$ cat src/rtl/fetch_unit_pkg.sv
// Shared types and constants for the instruction-fetch stage.
// FSM encodings, default instruction words and the IF/ID bundle.
package fetch_unit_pkg;

    typedef enum logic [1:0] {
        BOOT = 2'd0,
        RUN  = 2'd1,
        HALT = 2'd2
    } fetch_state_t;

    localparam logic [31:0] NOP_INSN_DEF  = 32'h0000_0000;
    localparam logic [31:0] HALT_INSN_DEF = 32'hFFFF_FFFF;
    localparam logic [31:0] PC_INC        = 32'd4;

    typedef struct packed {
        logic [31:0] ir;
        logic [31:0] pc;
        logic [31:0] pc4;
        logic        valid;
    } if_id_t;

endpackage

$ cat src/rtl/fetch_unit_ifid.sv
// IF/ID pipeline register: 97-bit {ir, pc, pc4, valid}.
// Load wins over bubble; a bubble keeps pc/pc4 and clears ir/valid.
module ifid_pipe_reg
    import fetch_unit_pkg::*;
#(
    parameter logic [31:0] NOP_INSN = NOP_INSN_DEF
) (
    input  logic   clk,
    input  logic   reset,
    input  logic   load,
    input  logic   bubble,
    input  if_id_t d,
    output if_id_t q
);

    // Capture, insert bubble, or hold
    always_ff @(posedge clk) begin
        if (reset) begin
            q.ir    <= NOP_INSN;
            q.pc    <= '0;
            q.pc4   <= '0;
            q.valid <= 1'b0;
        end else if (load) begin
            q <= d;
        end else if (bubble) begin
            q.ir    <= NOP_INSN;
            q.valid <= 1'b0;
        end
    end

endmodule

$ cat src/rtl/fetch_unit.sv
// Instruction-fetch stage: PC, BOOT/RUN/HALT control, IF/ID capture.
// Optional perf counters are built when FETCH_PERF_CNT_EN is defined.
module fetch_unit
    import fetch_unit_pkg::*;
#(
    parameter logic [31:0] RESET_PC  = 32'h0000_0000,
    parameter logic [31:0] HALT_INSN = HALT_INSN_DEF,
    parameter logic [31:0] NOP_INSN  = NOP_INSN_DEF
) (
    input  logic        clk,
    input  logic        reset,
    input  logic        stall,
    input  logic        flush,
    input  logic        redirect_valid,
    input  logic [31:0] redirect_pc,
    output logic [31:0] im_pc,
    input  logic [31:0] im_ir,
    output logic [31:0] ifid_ir,
    output logic [31:0] ifid_pc,
    output logic [31:0] ifid_pc4,
    output logic        ifid_valid,
    output logic        halted
`ifdef FETCH_PERF_CNT_EN
    ,
    output logic [31:0] perf_fetch_cnt,
    output logic [31:0] perf_stall_cnt
`endif
);

    fetch_state_t state_q, state_d;
    logic [31:0]  pc_q, pc_d;
    logic         load, bubble;
    logic         stall_cyc;
    if_id_t       ifid_d, ifid_q;

    // State and PC registers
    always_ff @(posedge clk) begin
        if (reset) begin
            state_q <= BOOT;
            pc_q    <= RESET_PC;
        end else begin
            state_q <= state_d;
            pc_q    <= pc_d;
        end
    end

    // Next state, next PC and IF/ID controls; redirect > stall > normal
    always_comb begin
        state_d   = state_q;
        pc_d      = pc_q;
        load      = 1'b0;
        bubble    = 1'b0;
        stall_cyc = 1'b0;
        unique case (state_q)
            BOOT: begin
                state_d = RUN;
            end
            RUN: begin
                if (redirect_valid) begin
                    pc_d   = redirect_pc & ~32'd3;
                    bubble = 1'b1;
                end else if (stall) begin
                    stall_cyc = 1'b1;
                end else begin
                    pc_d = pc_q + PC_INC;
                    if (flush) begin
                        bubble = 1'b1;
                    end else begin
                        load = 1'b1;
                        if (im_ir == HALT_INSN)
                            state_d = HALT;
                    end
                end
            end
            HALT: begin
                bubble = 1'b1;
                if (redirect_valid) begin
                    pc_d    = redirect_pc & ~32'd3;
                    state_d = RUN;
                end
            end
            default: begin
                state_d = BOOT;
            end
        endcase
    end

    assign ifid_d.ir    = im_ir;
    assign ifid_d.pc    = pc_q;
    assign ifid_d.pc4   = pc_q + PC_INC;
    assign ifid_d.valid = 1'b1;

    ifid_pipe_reg #(
        .NOP_INSN (NOP_INSN)
    ) u_ifid (
        .clk    (clk),
        .reset  (reset),
        .load   (load),
        .bubble (bubble),
        .d      (ifid_d),
        .q      (ifid_q)
    );

    assign im_pc      = pc_q;
    assign ifid_ir    = ifid_q.ir;
    assign ifid_pc    = ifid_q.pc;
    assign ifid_pc4   = ifid_q.pc4;
    assign ifid_valid = ifid_q.valid;
    assign halted     = (state_q == HALT);

`ifdef FETCH_PERF_CNT_EN
    // Count valid captures and stalled RUN cycles
    always_ff @(posedge clk) begin
        if (reset) begin
            perf_fetch_cnt <= '0;
            perf_stall_cnt <= '0;
        end else begin
            if (load)
                perf_fetch_cnt <= perf_fetch_cnt + 32'd1;
            if (stall_cyc)
                perf_stall_cnt <= perf_stall_cnt + 32'd1;
        end
    end
`else
    logic unused_stall_cyc;
    assign unused_stall_cyc = stall_cyc;
`endif

endmodule

$ cat config.mk
export PLATFORM = sky130hd
export DESIGN_NAME = fetch_unit
export DESIGN_NICKNAME = d
export VERILOG_FILES = /design/src/rtl/fetch_unit_pkg.sv /design/src/rtl/fetch_unit_ifid.sv /design/src/rtl/fetch_unit.sv
export SDC_FILE = /design/constraint.sdc
export NUM_CORES = 1
export LEC_CHECK = 0
export BUFFER_PORTS_ARGS = -buffer_cell sky130_fd_sc_hd__buf_4
export CAP_MARGIN = 15
export CORE_ASPECT_RATIO = 1.25
export CORE_MARGIN = 8
export CORE_UTILIZATION = 46
export CTS_CLUSTER_SIZE = 20
export DETAILED_ROUTE_END_ITERATION = 8
export GPL_TIMING_DRIVEN = 0
export PLACE_DENSITY = 0.77
export SYNTH_ARGS = -nofsm -noshare
export SYNTH_HDL_FRONTEND = slang
export SYNTH_SLANG_ARGS = --single-unit
$ cat constraint.sdc
create_clock -name clk -period 2.2 [get_ports clk]
set_input_delay 0.11 -clock clk [delete_from_list [all_inputs] [get_ports clk]]
set_output_delay 0.11 -clock clk [all_outputs]
set_load 0.02 [all_outputs]
Yosys cells after proc, flatten, opt, wreduce, memory -nomap -nowiden
Cells that the tools add are included.

word-level totals
  bits in registers = 131
  input bits = 69
  word-level logic and storage cells = 43

cells by class
  add/sub/neg operators = 1
  equality and inequality tests = 9
  muxes and demuxes = 22
  reductions and logical operators = 5

operators by type and width
  operator                 count
  $mux W32                 5
  $pmux W32 S2             1
  $add A32 B3 Y32 const B  1
  $eq A32 B32 Y1 const B   1
  $mux W2                  5
  $ne A2 B2 Y1 const B     5
  $mux W1                  9
  $pmux W2 S3              1
  $reduce_and A5 Y1        1
  $reduce_bool A2 Y1       2
  $ne A3 B3 Y1 const B     1
  $reduce_and A3 Y1        1
  $eq A2 B1 Y1 const B     1
  $eq A2 B2 Y1 const B     1
  $logic_not A2 Y1         1
  $pmux W1 S2              1

Longest topological paths before layout
  depth in word-level cells = 6
  depth in mapped cells = 11
  depth with buffers taken out = 7

Hierarchy
Synthesis repeated with hierarchy kept, for this count alone.

second synthesis, totals
  cells, all modules = 745
  area total of the unflattened synthesis = 6646.4 µm²

modules (own cells, without submodules)
  module         times used  cells an instance  area each (µm²)
  ifid_pipe_reg  1           355                3776.1
  fetch_unit     1           390                2870.3

Worst setup path before layout
Ideal clock, no wire load.

  kind = reg2reg
  start = register state_q[0]
  end = register pc_q[4] (netlist: im_pc[4])
  arrival = 2.125 ns
  setup slack = -0.053 ns
  cell stages (with the launch flop) = 11
  buffers on the path = 3
  path through = dfxtp_1 inv_1 ha_1 clkbuf_1 nor2_1 o22ai_1 clkbuf_1 buf_1 nor2_1 a21oi_1 nor2_1

between the ends
  cells in the longest elaborated chain, start to end = 3

RTL lines
  item                                                                 RTL line          source
  start: declaration                                                   fetch_unit.sv:30  fetch_state_t state_q, state_d;
  start signal: assignment                                             fetch_unit.sv:42  state_q <= state_d;
  $eq A2 B2 Y1 *                                                       n/a
  net halted                                                           fetch_unit.sv:22  output logic halted
  $ne A2 B2 Y1 (no line) / $reduce_bool A2 Y1 (equally long branches)  n/a
  $reduce_and A3 Y1 (no line)                                          n/a
  end signal: assignment                                               fetch_unit.sv:43  pc_q <= pc_d;
  end: declaration                                                     fetch_unit.sv:31  logic [31:0] pc_q, pc_d;

The timed path passes the listed nets; every way through them passes the cells marked *.
A chain may end at the register's enable or synchronous reset.

Worst setup path in the final report
  start = register pc_q[5] (netlist: im_pc[5])
  end = register u_ifid.q[32] (netlist name)

between the ends
  cells in the longest elaborated chain, start to end = 1

RTL lines
  item              RTL line               source
  $add A32 B3 Y32   fetch_unit.sv:90       assign ifid_d.pc4 = pc_q + PC_INC;
  end: declaration  fetch_unit_ifid.sv:13  output if_id_t q

No other way between the ends.

==> metrics <==
Buffers on Ports=about 190; Max IR drop VDD=0.000497 V; synthesized flop and latch total=between 100 and 150; initial antenna violation count=0; Overflow after GRT=0; Final Cycle Share=between 90% and 100%; Root Buffer=clkbuf_16; final hold vios=0; commonest non-fill, non-tap cell in the layout=buf_4; share of the synthesized area in the top cell type=between 40% and 50%; clock sinks=125; Nets=1105; Synth cell types=52; Startpoint Class=flop; Top FF cell, synth=dfxtp_1; Pleak=roughly 3.6 nW; vias in the first global route=around 6500; max-slew violation count=0; Routability Congestion=a little over 0.9; Post-Syn Area=about 6000 sq um; Inst Count DP=1133; HP Class=in -> reg; post-synthesis area per instance=around 7.7 sq um; Layout Cells excl Fill=~1200; io pins=between 150 and 200; Antenna diodes=0; Reg clk slew, reported paths=0.06 ns; pwr dens=701 nW/um^2; RSZ-0062 raised after global routing=true; CTS tree=done; WL/cell=18.8 um; worst slew margin relative to its limit=55.8%; fraction of layout cells with a size suffix above 1=about a third; core box area=about 13000 sq um; CP required=approximately 2.5 ns; Crit. End Element=flop; antenna viol nets, final=0; Setup Viol. Count Final=0; Fillers=1006; largest net degree at the start of global routing=17; Synth area leaders=dfxtp_1 (42%), nand2_1 (8.0%), a21oi_1 (7.4%); top library cells by usage in the layout, fill and taps aside=buf_4 (240), nand2_1 (127), dfxtp_1 (112), a21oi_1 (89), nand3_1 (54); sequential fraction of the synthesis area=between 40% and 50%; number of flops mapped to enable cells by yosys=0; clk_skew=between 0.008 and 0.009 ns; largest area contributor in the netlist=dfxtp_1; Syn Inst Count=a little under 800; Fmax achieved=~460 MHz; global-route wire length before repair=34.6 mm; Cell Rows=46; CTS buffer count=17; DR pass1 iterations=6; worst-case clock buffer depth=2; Initial Utilization=between 40% and 50%; Crit Path Class=reg -> reg; FFs w/ async S/R, synth=0%; crit path time final=roughly 2.2 ns; Pwr Total=about 6.3 mW; DP HPWL=16.0 mm; MaxCap Viol Count=0; Starting DRT DRC Count=591; routed vias=6750; DRC viols=0; Slew @ Worst Pin=0.664 ns; Synth Warn #=0; Crit Path Max Fanout=8; Clock Latency Late Sink=between 0.4 and 0.5 ns; outcome=finished clean; Via density=between 5 and 6; htree depth=4; Die Span Y=roughly 140 um; Total Wirelength=around 23 mm; Area Growth Syn to Fin=49.7%; Die ar.=~17000 sq um; Worst EP arrival=roughly 2.5 ns; Die X=about 120 um; Total GRT Usage=25.6%
==> synth_stat cells, drive strengths merged (2+ instances only) <==
master,instances
nor2b,5
clkbuf,53
and4,6
nand3,56
o32ai,4
nor4,8
o2bb2ai,2
a221oi,3
nand4,14
or3,7
o21ai,22
nor2,53
and3,9
and2,4
a31oi,9
ha,4
nor3,24
dfxtp,125
a211oi,28
a311oi,2
nand3b,2
buf,53
mux2,3
xor2,8
o22ai,2
xnor2,17
inv,8
a22oi,2
or4,4
o31ai,3
nand2,127
a21oi,89
mux2i,3
==> flip-flops by register name, summed over array words and instances (netlist names) <==
signal	flops
u_ifid.q	93
im_pc	30
state_q	2
==> critical path, cell delays in order (launching register included) <==
cell and delay (ns):
dfxtp_2 0.42, and4_1 0.25, buf_6 0.12, nand4_4 0.13, or4_4 0.58, buf_4 0.16, xor2_1 0.13, a211oi_1 0.28
==> metal layers <==
metal  global-route usage (%)  part of all wire (%)
met5                        0                     0
met4                     9.73                   3.0
met3                     10.2                    11
met2                     44.6                    49
met1                     27.4                    37
==> power breakdown <==
group	switching (mW)	total [mW]	internal (mW)	leakage, nW
clock network	1.03	2.89	1.86	0.291
logic	0.531	0.959	0.428	2.24
registers	0.0849	2.43	2.34	1.02
total	1.64	6.28	4.63	3.55
==> path summary, 6_finish.rpt <==
| kind | from | end | slack [ns] | cells past startpoint |
|---|---|---|---|---|
| worst min-delay path | im_ir[17] | u_ifid.q[82]$_SDFFE_PP0P_ | 0.01 | 3 |
| worst max-delay path | im_pc[5]$_SDFFE_PP0P_ | u_ifid.q[32]$_SDFFE_PP0P_ | 0.03 | 7 |
| worst max register to register | im_pc[5]$_SDFFE_PP0P_ | u_ifid.q[32]$_SDFFE_PP0P_ | 0.03 | 7 |
| worst min register to register | u_ifid.q[48]$_SDFFE_PP0P_ | u_ifid.q[48]$_SDFFE_PP0P_ | 0.45 | 2 |
==> cell type report <==
class	instances	area (sq um)	area share [%]
timing repair buffer	239	1900	21.2
multi-input combinational	538	3050	34.1
buffer	103	633	7.07
sequential	125	2520	28.2
inverter	8	30.0	0.335
clock inverter	11	140	1.57
tap	168	210	2.35
clock buffer	21	470	5.26
==> kinds of logic after synthesis <==
logic type	Yosys count	synth area share, %
buf+inv	114	9.83
compound gates	175	17.5
simple gates	322	25.2
flops	125	41.8
other cells	1	0.0627
xor+xnor	25	3.66
fa+ha+maj	4	0.837
mux	6	1.07
==> through the flow <==
stage                     worst slack, ns  TNS (ns)  utilization, %  cell area, sq um  hold WS, ns
after floorplan                   0.00532         0               -              6000        0.246
after global placement             -0.603    -20.43            59.9              7620        0.367
after detailed placement           -0.570    -20.43            59.9              7620        0.378
after CTS                        -0.00826  -0.00826            68.9              8760      0.00215
after global routing              -0.0468    -0.117            70.4              8950      0.00213
final                              0.0310         0            70.4              8950       0.0143
==> repair_timing <==
action                     4_1_cts  5_1_grt
buffers inserted                 3        7
hold endpoints to repair        41        0
hold buffers                    41        0
resized for setup               43       57
pin swaps                        1        5
setup endpoints to repair       56       78
(Power assumes the default switching activity.)
